[src/rtl/smart_press_timer_nch.sv]
// N-channel press-duration timer: per-channel period counter, period tick,
// long-press level and release report with total hold time.
module smart_press_timer_nch #(
  parameter int N_CH      = 4,
  parameter int PERIOD    = 50,
  parameter int WRAP_MODE = 1,
  parameter int LONG_MS   = 1000,
  parameter int HOLD_W    = 16,
  localparam int CW       = $clog2(PERIOD + 1)
) (
  input  logic                     clk_1KHz,
  input  logic                     reset,
  input  logic [N_CH-1:0]          count_trigger,
  output logic [N_CH*CW-1:0]       count,
  output logic [N_CH-1:0]          period_tick,
  output logic [N_CH-1:0]          long_press,
  output logic [N_CH-1:0]          release_pulse,
  output logic [N_CH*HOLD_W-1:0]   release_len
);

  localparam logic [CW-1:0]     PERIOD_C = CW'(PERIOD);
  localparam logic [HOLD_W-1:0] HOLD_MAX = '1;
  localparam logic [HOLD_W-1:0] LONG_C   = HOLD_W'(LONG_MS);

  logic [CW-1:0]     count_q [N_CH];
  logic [CW-1:0]     count_d [N_CH];
  logic [HOLD_W-1:0] hold_q  [N_CH];
  logic [HOLD_W-1:0] hold_d  [N_CH];
  logic [HOLD_W-1:0] len_q   [N_CH];
  logic [HOLD_W-1:0] len_d   [N_CH];
  logic [N_CH-1:0]   trig_prev_q, trig_prev_d;
  logic [N_CH-1:0]   tick_q, tick_d;
  logic [N_CH-1:0]   long_q, long_d;
  logic [N_CH-1:0]   rel_q, rel_d;

  always_comb begin
    count_d     = count_q;
    hold_d      = hold_q;
    len_d       = len_q;
    trig_prev_d = count_trigger;
    tick_d      = '0;
    long_d      = '0;
    rel_d       = '0;
    for (int unsigned i = 0; i < N_CH; i++) begin
      if (count_trigger[i]) begin
        if (count_q[i] == PERIOD_C)
          count_d[i] = (WRAP_MODE != 0) ? CW'(1) : PERIOD_C;
        else
          count_d[i] = count_q[i] + CW'(1);
        // Tick only on arrival at PERIOD, so a saturated count never re-ticks
        tick_d[i] = (count_d[i] == PERIOD_C) && (count_q[i] != PERIOD_C);
        hold_d[i] = (hold_q[i] == HOLD_MAX) ? HOLD_MAX : hold_q[i] + HOLD_W'(1);
        long_d[i] = (hold_d[i] >= LONG_C);
      end else begin
        count_d[i] = '0;
        hold_d[i]  = '0;
        if (trig_prev_q[i]) begin
          rel_d[i] = 1'b1;
          len_d[i] = hold_q[i];
        end
      end
    end
  end

  // State advances on the falling edge of the 1 kHz clock
  always_ff @(negedge clk_1KHz or posedge reset) begin
    if (reset) begin
      count_q     <= '{default: '0};
      hold_q      <= '{default: '0};
      len_q       <= '{default: '0};
      trig_prev_q <= '0;
      tick_q      <= '0;
      long_q      <= '0;
      rel_q       <= '0;
    end else begin
      count_q     <= count_d;
      hold_q      <= hold_d;
      len_q       <= len_d;
      trig_prev_q <= trig_prev_d;
      tick_q      <= tick_d;
      long_q      <= long_d;
      rel_q       <= rel_d;
    end
  end

  always_comb begin
    count       = '0;
    release_len = '0;
    for (int unsigned i = 0; i < N_CH; i++) begin
      count[i*CW +: CW]           = count_q[i];
      release_len[i*HOLD_W +: HOLD_W] = len_q[i];
    end
  end

  assign period_tick   = tick_q;
  assign long_press    = long_q;
  assign release_pulse = rel_q;

endmodule

[config.mk]
export PLATFORM = sky130hd
export DESIGN_NAME = smart_press_timer_nch
export DESIGN_NICKNAME = d
export VERILOG_FILES = /design/src/rtl/smart_press_timer_nch.sv
export SDC_FILE = /design/constraint.sdc
export NUM_CORES = 1
export LEC_CHECK = 0
export CAP_MARGIN = 20
export CORE_MARGIN = 1
export CORE_UTILIZATION = 49
export DETAILED_ROUTE_END_ITERATION = 8
export GPL_TIMING_DRIVEN = 1
export PLACE_DENSITY = 0.72
export SETUP_SLACK_MARGIN = 0.15
export SYNTH_ARGS = -nofsm -noshare
export SYNTH_HDL_FRONTEND = slang
export SYNTH_SLANG_ARGS = --single-unit
[constraint.sdc]
create_clock -name clk_1KHz -period 6.4 [get_ports clk_1KHz]
set_input_delay 1.28 -clock clk_1KHz [delete_from_list [all_inputs] [get_ports clk_1KHz]]
set_output_delay 1.28 -clock clk_1KHz [all_outputs]
set_load 0.01 [all_outputs]
==> reports/summary.txt, run 1 <==
Cell depth of the worst hold path: 1
Core Footprint: 15900 µm²
I/O pins: 106
Flops & latches, synth: 168
CP Launch Type: register
Initial drt markers: 383
Post-synthesis cell area: 8000 µm²
Standby leakage power: 4.27 nW
DRC: 0
Clock skew: 0.00710 ns
First-pass GRT wire length: 28100 µm
Levels on crit path: 1
VDD IR-drop max: 0.000184 V
Crit-path cells: clkdlybuf4s50_1
Max_cap viols: 0
Initial core utilization: 50.4%
WP buf/inv: 1
Post-synth top flop: dfrtn_1
HPWL Detailed: 11600 µm
Worst-margin pin slew: 0.790 ns
CTS tree: yes
Slowest-stage cell, CP: clkdlybuf4s50_1
Critical path required time: 5.12 ns
Switching pwr: 0.000534 W
RSZ-0062 raised after global routing: false
Pre-Repair DR Iteration Count: 5
Placed Area: 9250 µm²
Netlist cell types: 58
Sequential cell fraction of total power: 49.2%
Cell taking the most area after synthesis: dfrtn_1
Share of flip-flops with an asynchronous set or reset: 100%
Post-CTS Setup Bufs: 0
Setup-failing EPs final: 0
Clock Path Buffers: 2
Layout cells sized above 1: 13.4%
Number of diodes: 0
Initial antenna violation count: 0
Syn Nets: 777
DR vias/cell: 5.68
P&R area growth vs syn: 23.1%
Family with the most delay on the worst path: buffers and inverters
Switching Share: 23.3%
CTS sink cnt: 168
Die H: 130 µm
FP Rows: 46
GP Congestion: 0.866
Reg2reg setup slack: 3.69 ns
Final #Nets: 873
Final Hold Viols: 0
DIE WIDTH: 130 µm
Top post-synthesis cells by area: dfrtn_1, mux2_2, a21oi_1
CTS H-tree depth: 4
Clk network pwr share: 44.2%
Internal: 0.00175 W
Grt total ovfl: 0
Crit Path Class: reg -> out
Syn Inst Count: 757
Top cell type's share of synthesized area: 52.6%
Post-synth EDFFs: 0
Cts bufs inserted: 17
Hold Buf Count CTS: 0
Largest net degree at the start of global routing: 85
Clock-pin slew on the worst setup and hold paths: 0.05 ns
Pins Over Slew Limit: 0
Pwr Density: 232 nW/µm²
CP max stage delay: 0.60 ns
Cts repair resizes: 0
Power, Total: 0.00229 W
Post-route ant nets: 0
Synth Area per Inst: 10.6 µm²
Root Driver: clkbuf_16
Clk_lat worst skew: 0.40 ns
# port buffers: 105
Part of the power in combinational logic: 6.6%
DRT Wirelength: 16900 µm
Slew headroom: 46.8%
All-Layer GR Usage: 21.2%
Maximum fanout along the worst path: 10
WL/cell: 15.6 µm
Via count: 6146
Outcome: finished, final reports clean
Critical path capture point type: output pin
Post-synthesis sequential area ratio: 52.6%
Number of global-route vias before repair: 5962
WHS: 0.449 ns
Worst r2r path cells: 7
Finished Cell Area: 9850 µm²
Total die area: 16800 µm²
Yosys warns: 0
Worst path arrival time: 4.76 ns
HP Class: reg -> reg
## flip-flops by register name, summed over array words and instances (netlist names)
signal and count:
long_press 4, hold_q 64, release_pulse 4, release_len 64
trig_prev_q 4, period_tick 4, count 24
## stage by stage
| step | util [%] | TNS, ns | cells | setup slack [ns] |
|---|---|---|---|---|
| after floorplan | - | -16.91 | 757 | -0.101 |
| after global placement | 58.3 | 0 | 1050 | 0.430 |
| after detailed placement | 58.3 | 0 | 1050 | 0.395 |
| after CTS | 62.0 | 0 | 1082 | 0.338 |
| after global routing | 62.0 | 0 | 1082 | 0.300 |
| final | 62.0 | 0 | 1082 | 0.355 |
## placed cells by master, fill, tap and decap left out, types with 3 or more instances in the layout
cell / instances
o22ai_1: 3
nand4_1: 17
a41oi_1: 5
clkdlybuf4s50_1: 105
and3_1: 10
o21ai_0: 23
inv_1: 24
mux2i_1: 8
clkinv_1: 4
nor3_1: 19
nand2b_1: 6
or3_1: 4
nor4_1: 7
xnor2_1: 30
mux2_2: 60
nor2b_1: 4
clkinv_4: 6
a31oi_1: 14
nand4b_1: 4
clkinvlp_4: 5
clkbuf_16: 17
dfrtn_1: 168
nor2_1: 54
nand2_1: 52
o21a_1: 4
ha_1: 14
buf_4: 12
nor4b_1: 3
and2_1: 5
o31ai_1: 3
nand3_1: 46
nand3b_1: 4
nor3b_1: 5
xor2_1: 25
a21oi_1: 61
## logic make-up (layout without fill, tap and decap cells)
kind of cell / Yosys count / count (layout) / share of synthesized area [%]
fa+ha+maj: 14 / 14 / 2.19
xor+xnor: 55 / 55 / 6.02
flops: 168 / 168 / 52.6
simple gates: 251 / 251 / 16.4
buf+inv: 70 / 179 / 3.61
mux: 68 / 68 / 9.45
compound gates: 131 / 131 / 9.76
## worst paths after layout
path                                         end            start
worst max-delay path                    count[9]         count[9]
worst min-delay path             release_len[40]  release_len[40]
worst max register to register     long_press[1]       hold_q[32]
worst min register to register   release_len[40]  release_len[40]
max in group asynchronous        release_len[34]            reset
min in group asynchronous       release_pulse[3]            reset
## per-layer routing
layer / global-route usage (%) / vias up / wire, µm
met2: 34.5 / 208 / 8250
li1: - / 2881 / -
met4: 9.64 / 0 / 301
met3: 4.26 / 26 / 824
met1: 27.5 / 3031 / 7480
met5: 0 / - / 0
## synth_stat cells (4+ instances only)
master	number
a21oi_1	61
a31oi_1	14
a41oi_1	5
and2_1	5
and3_1	10
buf_4	5
clkbuf_1	35
clkinv_1	4
dfrtn_1	168
ha_1	14
inv_1	25
mux2_2	60
mux2i_1	8
nand2_1	52
nand2b_1	6
nand3_1	46
nand3b_1	4
nand4_1	17
nand4b_1	4
nor2_1	54
nor2b_1	4
nor3_1	19
nor3b_1	5
nor4_1	7
o21a_1	4
o21ai_0	23
or3_1	4
xnor2_1	30
xor2_1	25
## power groups by stage
stage	clock network, W	logic (W)	registers (W)
6_report	0.00101	0.000150	0.00113
3_5_place_dp	0	0.000152	0.00114
3_3_place_gp	0	0.000146	0.00114
5_1_grt	0.00108	0.000166	0.00113
2_1_floorplan	0	0.0000780	0.00114
4_1_cts	0.00104	0.000153	0.00113
## cell type report
class,count,area [µm²]
fillers,1262,6040
flip-flops and latches,168,4200
multi-input cells,519,3510
repair buffers,118,1160
clock buffers,18,439
well taps,216,270
clock inverters,14,153
inverters,29,113
No activity file was read; power rests on OpenSTA's default activity.
==> inputs of run 2 (changes only) <==
DONT_BUFFER_PORTS = 1   (was unset)
PLACE_DENSITY = unset   (was 0.72)
SETUP_SLACK_MARGIN = 0.2   (was 0.15)
==> run 2 against run 1 <==
Routed wire length fell by 7.5%. Hold slack got worse by 0.017 ns. Critical endpoint is now count[10]. Largest power group unchanged. Count of clock-buffer cells in the layout grew 3.
==> reports/summary.txt, run 2 (synthesis gave the netlist of run 1 again) <==
HPWL Detailed: 10400 µm
Total die area: 16800 µm²
# port buffers: 0
Pre-CTS setup slack: 0.744 ns
CTS sink cnt: 168
CTS tree: yes
HP Class: reg -> reg
Hold Buf Count CTS: 0
Critical path required time: 5.12 ns
Most frequent cells in the layout: dfrtn_1, a21oi_1, mux2_2, nor2_1, nand2_1
Final #Nets: 763
Pwr Density: 257 nW/µm²
Initial antenna violation count: 0
DR WL met3: 908 µm
Clock skew: 0.00490 ns
Cts bufs inserted: 17
GP Congestion: 0.845
Post-CTS Setup Bufs: 0
Crit Path Class: reg -> out
DIE WIDTH: 130 µm
First-pass GRT wire length: 26000 µm
Max_cap viols: 0
DRC: 0
Layout cells sized above 1: 14.6%
Pins Over Slew Limit: 0
Register area: 4200 µm²
Pre-Repair DR Iteration Count: 5
Layout fillers: 1407
Initial core utilization: 50.4%
Setup-failing EPs final: 0
Initial drt markers: 303
Final Hold Viols: 0
Die H: 130 µm
Grt total ovfl: 0
Standby leakage power: 3.91 nW
Maximum fanout along the worst path: 9
Core Footprint: 15900 µm²
Critical path capture point type: output pin
Worst-margin pin slew: 0.811 ns
Clk_lat worst skew: 0.40 ns
FP Rows: 46
Top routing layer in use: met4
CP Launch Type: register
Largest net degree at the start of global routing: 90
Metal-1 WL: 7290 µm
RSZ-0062 raised after global routing: false
Via count: 5546
Post-route ant nets: 0
I/O pins: 106
All-Layer GR Usage: 19.8%
Number of diodes: 0
Inst Count DP: 940
Slew headroom: 45.4%
CTS H-tree depth: 4
Worst path arrival time: 4.22 ns
Cts repair resizes: 0
DR vias/cell: 5.71
Final setup margin: 0.903 ns
Commonest non-fill, non-tap cell in the layout: dfrtn_1
Clock-pin slew on the worst setup and hold paths: 0.05 ns
Multi-input gate area: 3510 µm²
VDD IR-drop max: 0.000193 V
Number of global-route vias before repair: 5339
DRT Wirelength: 15600 µm
Clock Path Buffers: 2
Outcome: finished, final reports clean
P&R area growth vs syn: 9.62%
Root Driver: clkbuf_16
Setup TNS: 0 ns
WL/cell: 16.0 µm
Met2 WL post-DR: 7150 µm
Final Non-Filler Cells: 972
[run 2: worst paths after layout]
check	cells past startpoint	end	slack [ns]	startpoint
setup reg to reg	6	long_press[2]	3.79	hold_q[16]
hold / removal	1	hold_q[0]	0.43	hold_q[0]
setup / recovery	0	count[10]	0.90	count[10]
hold reg to reg	1	hold_q[0]	0.43	hold_q[0]
max in group asynchronous	2	release_len[12]	2.01	reset
min in group asynchronous	2	count[21]	3.96	reset
[run 2: stage by stage]
stage	cell area [µm²]	hold WS, ns	utilization [%]	power (W)
2_1_floorplan	8000	0.407	-	0.00122
3_3_place_gp	8180	0.438	51.5	0.00125
3_5_place_dp	8180	0.439	51.5	0.00125
4_1_cts	8770	0.437	55.2	0.00228
5_1_grt	8770	0.465	55.2	0.00234
6_report	8770	0.432	55.2	0.00225
[run 2: power by group]
part,leakage (nW),switching [W],total [W],internal [W]
clock,0.297,0.000416,0.00102,0.000606
combinational,1.31,0.0000581,0.0000958,0.0000377
sequential,2.30,0.0000401,0.00114,0.00110
total,3.91,0.000514,0.00225,0.00174
[run 2: area by class of cell]
| class | count | share of cell area, % |
|---|---|---|
| tap | 216 | 3.08 |
| timing repair buffer | 8 | 0.970 |
| clock buffer | 21 | 5.37 |
| inverter | 29 | 1.28 |
| multi-input combinational | 519 | 40.0 |
| clock inverter | 11 | 1.37 |
| sequential | 168 | 47.9 |
[run 2: routing by layer]
| metal | vias up | GRT usage [%] |
|---|---|---|
| met4 | 0 | 8.07 |
| met1 | 2719 | 26.4 |
| li1 | 2667 | - |
| met5 | - | 0 |
| met3 | 19 | 5.54 |
| met2 | 141 | 30.5 |
==> inputs of run 3 (changes only) <==
CAP_MARGIN = unset   (was 20)
==> results of run 3 <==
Same layout as run 2: the final DEF is identical, and so are final timing and power.
